`config.mk`:
```
export PLATFORM = sky130hd
export DESIGN_NAME = wb_bus_arbiter_n
export DESIGN_NICKNAME = d
export VERILOG_FILES = /design/src/rtl/wb_bus_arbiter_n_pkg.sv /design/src/rtl/wb_bus_arbiter_n_decode.sv /design/src/rtl/wb_bus_arbiter_n.sv
export SDC_FILE = /design/constraint.sdc
export NUM_CORES = 1
export LEC_CHECK = 0
export CELL_PAD_IN_SITES_DETAIL_PLACEMENT = 1
export CELL_PAD_IN_SITES_GLOBAL_PLACEMENT = 1
export CORE_ASPECT_RATIO = 2
export CORE_MARGIN = 2
export CORE_UTILIZATION = 25
export CTS_CLUSTER_DIAMETER = 120
export DETAILED_ROUTE_END_ITERATION = 12
export PLACE_DENSITY_LB_ADDON = 0.12
export SLEW_MARGIN = 10
export SYNTH_ARGS = -nofsm -noshare
export SYNTH_HDL_FRONTEND = slang
export SYNTH_HIERARCHICAL = 1
export SYNTH_SLANG_ARGS = --single-unit
```
`constraint.sdc`:
```
create_clock -name clk_i -period 5.6 [get_ports clk_i]
set_input_delay 1.68 -clock clk_i [delete_from_list [all_inputs] [get_ports clk_i]]
set_output_delay 1.68 -clock clk_i [all_outputs]
set_load 0.1 [all_outputs]
```
`src/rtl/wb_bus_arbiter_n_pkg.sv`:
```
`default_nettype none
// ============================================================================
// Module      : wb_bus_arbiter_n_pkg
// Description : Shared bus definitions for the TART register bus.
//               - Address map of the peripherals on the 7-bit SPI register bus:
//                 control/reset unit, acquisition unit, visibilities read-back.
//               - clog2 helper used to size occupancy counters.
// Revision    : 1.0 - initial release
// ============================================================================
package wb_bus_arbiter_n_pkg;

    // Control/reset unit: 0x00..0x07
    localparam logic [6:0] C_BASE_CTRL = 7'h00;
    localparam logic [6:0] C_MASK_CTRL = 7'h78;
    // Acquisition unit: 0x0c..0x0f
    localparam logic [6:0] C_BASE_ACQ  = 7'h0c;
    localparam logic [6:0] C_MASK_ACQ  = 7'h7c;
    // Visibilities / correlator read-back: 0x10..0x1f
    localparam logic [6:0] C_BASE_VIS  = 7'h10;
    localparam logic [6:0] C_MASK_VIS  = 7'h70;

    // Number of bits needed to hold values 0..v-1
    function automatic int clog2(input int v);
        int r;
        r = 0;
        while ((1 << r) < v) begin
            r = r + 1;
        end
        return r;
    endfunction

endpackage
`default_nettype wire

```
`src/rtl/wb_bus_arbiter_n_decode.sv`:
```
`default_nettype none
// ============================================================================
// Module      : wb_addr_decode
// Description : Combinational per-slave address match with lowest-index
//               priority.
// Ports       : i_stb  - master strobe (qualifies the miss flag only)
//               i_adr  - master address
//               o_hit  - one-hot winning slave (zero when nothing matches)
//               o_miss - strobe to an address no slave claims
// Revision    : 1.0 - initial release
// ============================================================================
module wb_addr_decode #(
    parameter int                      SLAVES = 3,
    parameter int                      ABITS  = 7,
    parameter logic [SLAVES*ABITS-1:0] BASES  = '0,
    parameter logic [SLAVES*ABITS-1:0] MASKS  = '0
) (
    input  logic              i_stb,
    input  logic [ABITS-1:0]  i_adr,
    output logic [SLAVES-1:0] o_hit,
    output logic              o_miss
);

    logic [SLAVES-1:0] w_match;
    logic              w_found;

    for (genvar g = 0; g < SLAVES; g++) begin : g_match
        assign w_match[g] = ((i_adr & MASKS[g*ABITS +: ABITS]) == BASES[g*ABITS +: ABITS]);
    end

    // Overlapping windows resolve to the lowest slave index.
    always_comb begin
        o_hit   = '0;
        w_found = 1'b0;
        for (int i = 0; i < SLAVES; i++) begin
            if (w_match[i] && !w_found) begin
                o_hit[i] = 1'b1;
                w_found  = 1'b1;
            end
        end
    end

    assign o_miss = i_stb & ~|w_match;

endmodule
`default_nettype wire

```
`src/rtl/wb_bus_arbiter_n.sv`:
```
`default_nettype none
// ============================================================================
// Module      : wb_bus_arbiter_n
// Description : N-slave Wishbone-like address decoder and return-path mux
//               with outstanding-request tracking, wait states, unmapped
//               address error and slave timeout error.
// Ports       : clk_i, rst_i             - clock, sync active-high reset
//               cyc_i/stb_i/we_i/adr_i/dat_i - master request
//               dat_o/ack_o/err_o/wat_o  - master response / stall
//               s_stb_o/s_we_o/s_adr_o/s_dat_o - slave request fan-out
//               s_ack_i/s_dat_i          - per-slave response (packed)
// Revision    : 1.0 - initial release
// ============================================================================
module wb_bus_arbiter_n
    import wb_bus_arbiter_n_pkg::*;
#(
    parameter int                      WIDTH   = 8,
    parameter int                      ABITS   = 7,
    parameter int                      SLAVES  = 3,
    parameter logic [SLAVES*ABITS-1:0] BASES   = {C_BASE_VIS, C_BASE_ACQ, C_BASE_CTRL},
    parameter logic [SLAVES*ABITS-1:0] MASKS   = {C_MASK_VIS, C_MASK_ACQ, C_MASK_CTRL},
    parameter int                      CLASSIC = 1,
    parameter int                      DEPTH   = 4,
    parameter int                      TIMEOUT = 15
) (
    input  logic                    clk_i,
    input  logic                    rst_i,
    input  logic                    cyc_i,
    input  logic                    stb_i,
    input  logic                    we_i,
    input  logic [ABITS-1:0]        adr_i,
    input  logic [WIDTH-1:0]        dat_i,
    output logic [WIDTH-1:0]        dat_o,
    output logic                    ack_o,
    output logic                    err_o,
    output logic                    wat_o,
    output logic [SLAVES-1:0]       s_stb_o,
    output logic                    s_we_o,
    output logic [ABITS-1:0]        s_adr_o,
    output logic [WIDTH-1:0]        s_dat_o,
    input  logic [SLAVES-1:0]       s_ack_i,
    input  logic [SLAVES*WIDTH-1:0] s_dat_i
);

    localparam int              PW          = clog2(DEPTH + 1);
    localparam logic [PW-1:0]   c_PEND_MAX  = PW'(DEPTH);
    localparam logic [PW-1:0]   c_PEND_ONE  = PW'(1);
    localparam logic [7:0]      c_TMO_LIMIT = 8'(TIMEOUT);
    localparam bit              c_CLASSIC   = (CLASSIC != 0);

    logic [SLAVES-1:0] r_sel;
    logic [PW-1:0]     r_pend;
    logic [7:0]        r_tmo;
    logic              r_merr;

    logic [SLAVES-1:0] w_hit;
    logic              w_miss;
    logic              w_busy;
    logic              w_full;
    logic              w_conflict;
    logic              w_wat;
    logic              w_take;
    logic              w_hold;
    logic              w_miss_take;
    logic [SLAVES-1:0] w_sel_eff;
    logic [SLAVES-1:0] w_ackv;
    logic              w_tmo_err;
    logic              w_ret;
    logic [PW-1:0]     w_pend_nxt;
    logic [WIDTH-1:0]  w_dat;

    wb_addr_decode #(
        .SLAVES (SLAVES),
        .ABITS  (ABITS),
        .BASES  (BASES),
        .MASKS  (MASKS)
    ) u_decode (
        .i_stb  (stb_i),
        .i_adr  (adr_i),
        .o_hit  (w_hit),
        .o_miss (w_miss)
    );

    assign w_busy     = (r_pend != '0);
    assign w_full     = c_CLASSIC ? (r_pend == c_PEND_ONE) : (r_pend == c_PEND_MAX);
    // Any strobe not aimed at the outstanding slave waits, so responses
    // always come back in issue order. A miss never matches a live select.
    assign w_conflict = w_busy & stb_i & (w_hit != r_sel);
    assign w_wat      = w_full | w_conflict | r_merr;
    assign wat_o      = w_wat;

    // A miss is taken like any other request; it just produces no strobe.
    assign w_take      = stb_i & cyc_i & ~w_wat;
    assign w_miss_take = w_take & w_miss;

    // Classic slaves expect the strobe for the whole cycle: keep forwarding
    // the held request to its slave while it is outstanding, without
    // counting it again.
    assign w_hold  = c_CLASSIC & stb_i & cyc_i & (r_pend == c_PEND_ONE)
                   & (w_hit == r_sel) & (|w_hit) & ~r_merr;
    assign s_stb_o = (w_take | w_hold) ? w_hit : '0;

    assign s_we_o  = we_i;
    assign s_adr_o = adr_i;
    assign s_dat_o = dat_i;

    // Classic mode allows a same-cycle ack from the slave being strobed.
    assign w_sel_eff = c_CLASSIC ? (r_sel | s_stb_o) : r_sel;
    assign w_ackv    = s_ack_i & w_sel_eff;
    assign ack_o     = |w_ackv;

    always_comb begin
        w_dat = '0;
        for (int i = SLAVES - 1; i >= 0; i--) begin
            if (w_ackv[i]) begin
                w_dat = s_dat_i[i*WIDTH +: WIDTH];
            end
        end
    end
    assign dat_o = w_dat;

    // A real ack in the same cycle as the timeout wins.
    assign w_tmo_err = w_busy & (r_tmo == c_TMO_LIMIT) & ~ack_o;
    assign err_o     = r_merr | w_tmo_err;

    assign w_ret      = ack_o | err_o;
    assign w_pend_nxt = r_pend + PW'(w_take) - PW'(w_ret);

    always_ff @(posedge clk_i) begin
        if (rst_i || !cyc_i) begin
            r_pend <= '0;
            r_sel  <= '0;
            r_tmo  <= '0;
            r_merr <= 1'b0;
        end else begin
            r_pend <= w_pend_nxt;
            r_merr <= w_miss_take;
            if (w_pend_nxt == '0) begin
                r_sel <= '0;
            end else if (w_take) begin
                r_sel <= w_hit;
            end
            if (!w_busy || ack_o || w_tmo_err) begin
                r_tmo <= '0;
            end else begin
                r_tmo <= r_tmo + 8'd1;
            end
        end
    end

endmodule
`default_nettype wire
```
==> impl_results.rst <==
.. list-table::
   :header-rows: 1

   * - Metric
     - Value
   * - Status
     - completed
   * - Global-route wire length before repair
     - 7079 um
   * - Wirelength, routed
     - around 4700 um
   * - Capture instance of the worst register-to-register path
     - r_sel[0]
   * - Mapped Cells
     - approximately 160
   * - Share of post-route cells with drive strength above 1
     - 0.3553
   * - Fraction of post-synthesis cell area in the top cell type by area
     - 0.2405
   * - Die area
     - roughly 0.0056 mm2
   * - Final-layout fill cell count
     - 561
   * - Sw Ratio
     - 0.3214
   * - Worst slack on hold paths
     - 0.4447 ns
   * - Post-Layout Inst Area
     - 0.002350 mm2
   * - Total via count after detailed routing
     - 1405
   * - CTS clock-pin slew for the worst setup and hold paths
     - 0.06 ns
   * - Iter 0 DRT Violations
     - 11
   * - Critical Path End
     - dat_o[1]
   * - Ratio of final minimum period to clock period
     - 0.9841
   * - Post-detailed-route via-to-cell ratio
     - between 4 and 5
   * - Logic pwr share
     - 0.369
   * - Critical path endpoint category
     - output pin
   * - Hold Fails Final Rpt
     - 0
   * - Total global routing track utilization
     - 0.1689
   * - Static leakage
     - just under 1 nW
   * - Worst Path Required
     - 3.92 ns
   * - Design internal power
     - 0.2092 mW
   * - Reg-to-reg critical path startpoint
     - r_sel[0]
   * - Power per cell area
     - about 130 mW/mm2
   * - First-pass iteration count of the detailed router
     - 4
   * - Setup TNS Final
     - 0 ns
   * - Starting utilization of the core area
     - 0.2591
   * - Sequential share of power
     - 0.355
   * - Worst Path Max Fanout
     - 8
   * - Arr. time, crit path
     - 3.83 ns
   * - Critical path startpoint
     - adr_i[5]
   * - Unrepaired setup endpoints after global routing
     - false
   * - HPWL after DPL
     - 3748 um
   * - Total of hold buffers inserted after clock tree synthesis
     - 0
   * - Vias in the first global route
     - 1553
   * - Number of top-level pins
     - 77
   * - Commonest non-fill, non-tap cell in the layout
     - sky130_fd_sc_hd__buf_4
   * - CTS buffer count
     - 3
   * - Net switching power of the design
     - 0.09908 mW
   * - Clock latency of the later-clocked register in the worst-skew pair
     - 0.24 ns
   * - Post-Syn Area per Cell
     - 7.903 um2
   * - Die Y-Extent
     - between 100 and 150 um
   * - CP startpoint kind
     - input port
   * - Routed len/inst
     - ~17 um
   * - Number of DRC violations after detailed routing
     - 0
   * - Clock share of power
     - 0.276
   * - Number of sinks driven by the clock tree
     - 15
   * - Total count of max-transition violations in the final report
     - 0
   * - Clock tree from TritonCTS
     - done
   * - Hold Path Class
     - reg2reg
   * - CP Class
     - in2out
   * - Standard cell area after detailed placement
     - 0.002097 mm2
   * - Most area-consuming cells after synthesis
     - sky130_fd_sc_hd__dfxtp_1 (24%), sky130_fd_sc_hd__buf_4 (9.6%), sky130_fd_sc_hd__nor2_1 (7.8%)
   * - Weighted congestion reported at the end of routability-driven placement
     - about 0.78
   * - H-tree depth
     - 1
   * - Slew Limit Headroom
     - 0.6567
   * - Pin count of the biggest net entering global routing
     - 10
   * - Die boundary width
     - between 50 and 60 um
   * - Post-synth design cell area
     - 0.001249 mm2
   * - Max-Cap Viols
     - 0
   * - Remaining Overflow, GRT
     - 0
   * - Signed area change from the synthesized netlist to the final layout
     - 88.18%
   * - Initial antenna violation count
     - 0
   * - Final worst path period need
     - 5.511 ns
   * - Max Root-Sink Buffers
     - 2
   * - Root buffer selected by CTS
     - sky130_fd_sc_hd__clkbuf_8
   * - Number of nets produced by synthesis
     - 209
   * - R2R Setup Slk
     - 2.27 ns
   * - Standard cell core area
     - 0.004820 mm2
   * - Number of port buffers
     - 54
   * - Depth of the worst hold-timing path
     - 1
   * - Std-Cell Rows
     - 36
   * - Cell type contributing the most total cell area after synthesis
     - sky130_fd_sc_hd__dfxtp_1
   * - Antenna cell count
     - 0
   * - Commonest non-fill, non-tap cells in the layout
     - sky130_fd_sc_hd__buf_4 (34), sky130_fd_sc_hd__clkdlybuf4s50_1 (30), sky130_fd_sc_hd__nor2_1 (26)
   * - Count of yosys warnings during synthesis
     - 6
   * - Yosys reg bits
     - 15
   * - Peak clock frequency supported by timing
     - 181.5 MHz
   * - Count of nets left with antenna violations after detail routing
     - 0
   * - Fin Clk Skew
     - 0.0008139 ns
   * - Post-synthesis sequential area ratio
     - 0.2405
   * - Worst Reg-to-Reg Cells
     - 16
   * - # setup viols final
     - 0
   * - Post-synthesis cell type count
     - 38
   * - Slew at the pin closest to its max-slew limit
     - 0.5116 ns
   * - Number of nets in the final layout
     - 280
   * - Worst IR Drop VDD
     - 163.0 uV
==> repair_timing <==
action | 4_1_cts | 5_1_grt
cloned | 1 | 0
setup buffers | 8 | 0
pin swaps | 3 | 1
setup endpoints to repair | 10 | 6
gates resized for setup | 21 | 2
==> power groups by stage <==
| stage | logic, mW | clock network (mW) | registers [mW] |
|---|---|---|---|
| after CTS | 0.114 | 0.0881 | 0.109 |
| final | 0.114 | 0.0850 | 0.109 |
| after global routing | 0.120 | 0.0936 | 0.110 |
| after floorplan | 0.0939 | 0 | 0.111 |
| after global placement | 0.107 | 0 | 0.112 |
| after detailed placement | 0.110 | 0 | 0.112 |
==> state kept, by name, indices dropped and copies added, names as in the netlist <==
signal / flops
r_tmo: 8
r_merr: 1
r_sel: 3
r_pend: 3
==> cells in the mapped netlist <==
cell type and n:
sky130_fd_sc_hd__a21oi_1 9, sky130_fd_sc_hd__buf_6 1, sky130_fd_sc_hd__nor2b_1 1, sky130_fd_sc_hd__nand2b_1 1
sky130_fd_sc_hd__nand3_1 3, sky130_fd_sc_hd__a211oi_1 1, sky130_fd_sc_hd__buf_2 1, sky130_fd_sc_hd__o21ai_1 1
sky130_fd_sc_hd__and3_1 13, sky130_fd_sc_hd__xor2_1 6, sky130_fd_sc_hd__o31ai_2 1, sky130_fd_sc_hd__and2_1 3
sky130_fd_sc_hd__fa_1 1, sky130_fd_sc_hd__nand4b_1 1, sky130_fd_sc_hd__nor2_1 26, sky130_fd_sc_hd__nor3b_1 2
sky130_fd_sc_hd__ha_1 3, sky130_fd_sc_hd__inv_1 3, sky130_fd_sc_hd__or4_1 1, sky130_fd_sc_hd__or3_1 1
sky130_fd_sc_hd__nand3b_1 3, sky130_fd_sc_hd__o31ai_4 1, sky130_fd_sc_hd__and3_4 1, sky130_fd_sc_hd__mux2i_1 3
sky130_fd_sc_hd__buf_4 16, sky130_fd_sc_hd__dfxtp_1 15, sky130_fd_sc_hd__a31oi_1 5, sky130_fd_sc_hd__or3_4 1
sky130_fd_sc_hd__a221oi_2 3, sky130_fd_sc_hd__o21bai_1 2, sky130_fd_sc_hd__xnor2_1 5, sky130_fd_sc_hd__clkbuf_1 2
sky130_fd_sc_hd__nor3_1 3, sky130_fd_sc_hd__nand2_1 13, sky130_fd_sc_hd__and3b_1 1, sky130_fd_sc_hd__nor4_1 2
sky130_fd_sc_hd__o31a_1 2, sky130_fd_sc_hd__a32oi_2 1
==> worst min path at each step <==
stage,end,startpoint
floorplan,r_tmo[0],r_tmo[0]
finish,r_tmo[0],r_tmo[0]
detailed placement,r_tmo[0],r_tmo[0]
CTS,r_tmo[0],r_tmo[0]
global placement,r_tmo[0],r_tmo[0]
global route,r_tmo[0],r_tmo[0]
==> logic make-up (layout without fill, tap and decap cells) <==
group / Yosys count / in the layout / share of synthesized area
AND/OR/NAND/NOR: 76 / 76 / 0.3146
flip-flops: 15 / 15 / 0.2405
buffers and inverters: 23 / 93 / 0.1242
AO/OA/AOI/OAI: 26 / 26 / 0.1733
multiplexers: 3 / 3 / 0.02405
adder cells (fa/ha/maj): 4 / 4 / 0.04610
XOR/XNOR: 11 / 11 / 0.07715
==> per-layer routing <==
layer,routed length [um],part of all wire,up-vias,global-route usage
met3,209,0.044,4,0.01868
li1,-,-,681,-
met2,2892,0.61,44,0.3528
met1,1546,0.33,676,0.1475
met5,0,0,-,0
met4,55,0.012,0,0.04821
==> critical path: stages <==
cell                            delay [ns]
sky130_fd_sc_hd__dlygate4sd2_1        0.29
sky130_fd_sc_hd__buf_4                0.17
sky130_fd_sc_hd__nor3b_2              0.19
sky130_fd_sc_hd__buf_4                0.17
sky130_fd_sc_hd__xor2_4               0.09
sky130_fd_sc_hd__o31ai_4              0.32
sky130_fd_sc_hd__a32oi_4              0.19
sky130_fd_sc_hd__buf_12               0.18
sky130_fd_sc_hd__buf_4                0.13
sky130_fd_sc_hd__a31oi_2              0.22
sky130_fd_sc_hd__buf_12               0.20
==> stage by stage <==
stage | total power, mW | cells | util | setup slack [ns]
6_report | 0.3083 | 285 | 0.4875 | 0.08916
5_1_grt | 0.3227 | 285 | 0.4875 | 0.001730
4_1_cts | 0.3117 | 285 | 0.4868 | 0.007006
3_5_place_dp | 0.2212 | 272 | 0.4351 | -0.2200
3_3_place_gp | 0.2182 | 272 | 0.4351 | -0.08306
2_1_floorplan | 0.2053 | 158 | - | -0.2378
==> area by class of cell <==
class / count / area [um2] / share of cell area
Timing Repair Buffer: 86 / 935.9 / 0.3983
Tap cell: 57 / 71.32 / 0.03035
Inverter: 3 / 11.26 / 0.004792
Clock buffer: 4 / 45.04 / 0.01917
Sequential cell: 15 / 300.3 / 0.1278
Multi-Input combinational cell: 120 / 985.9 / 0.4196
(Power assumes the default switching activity.)
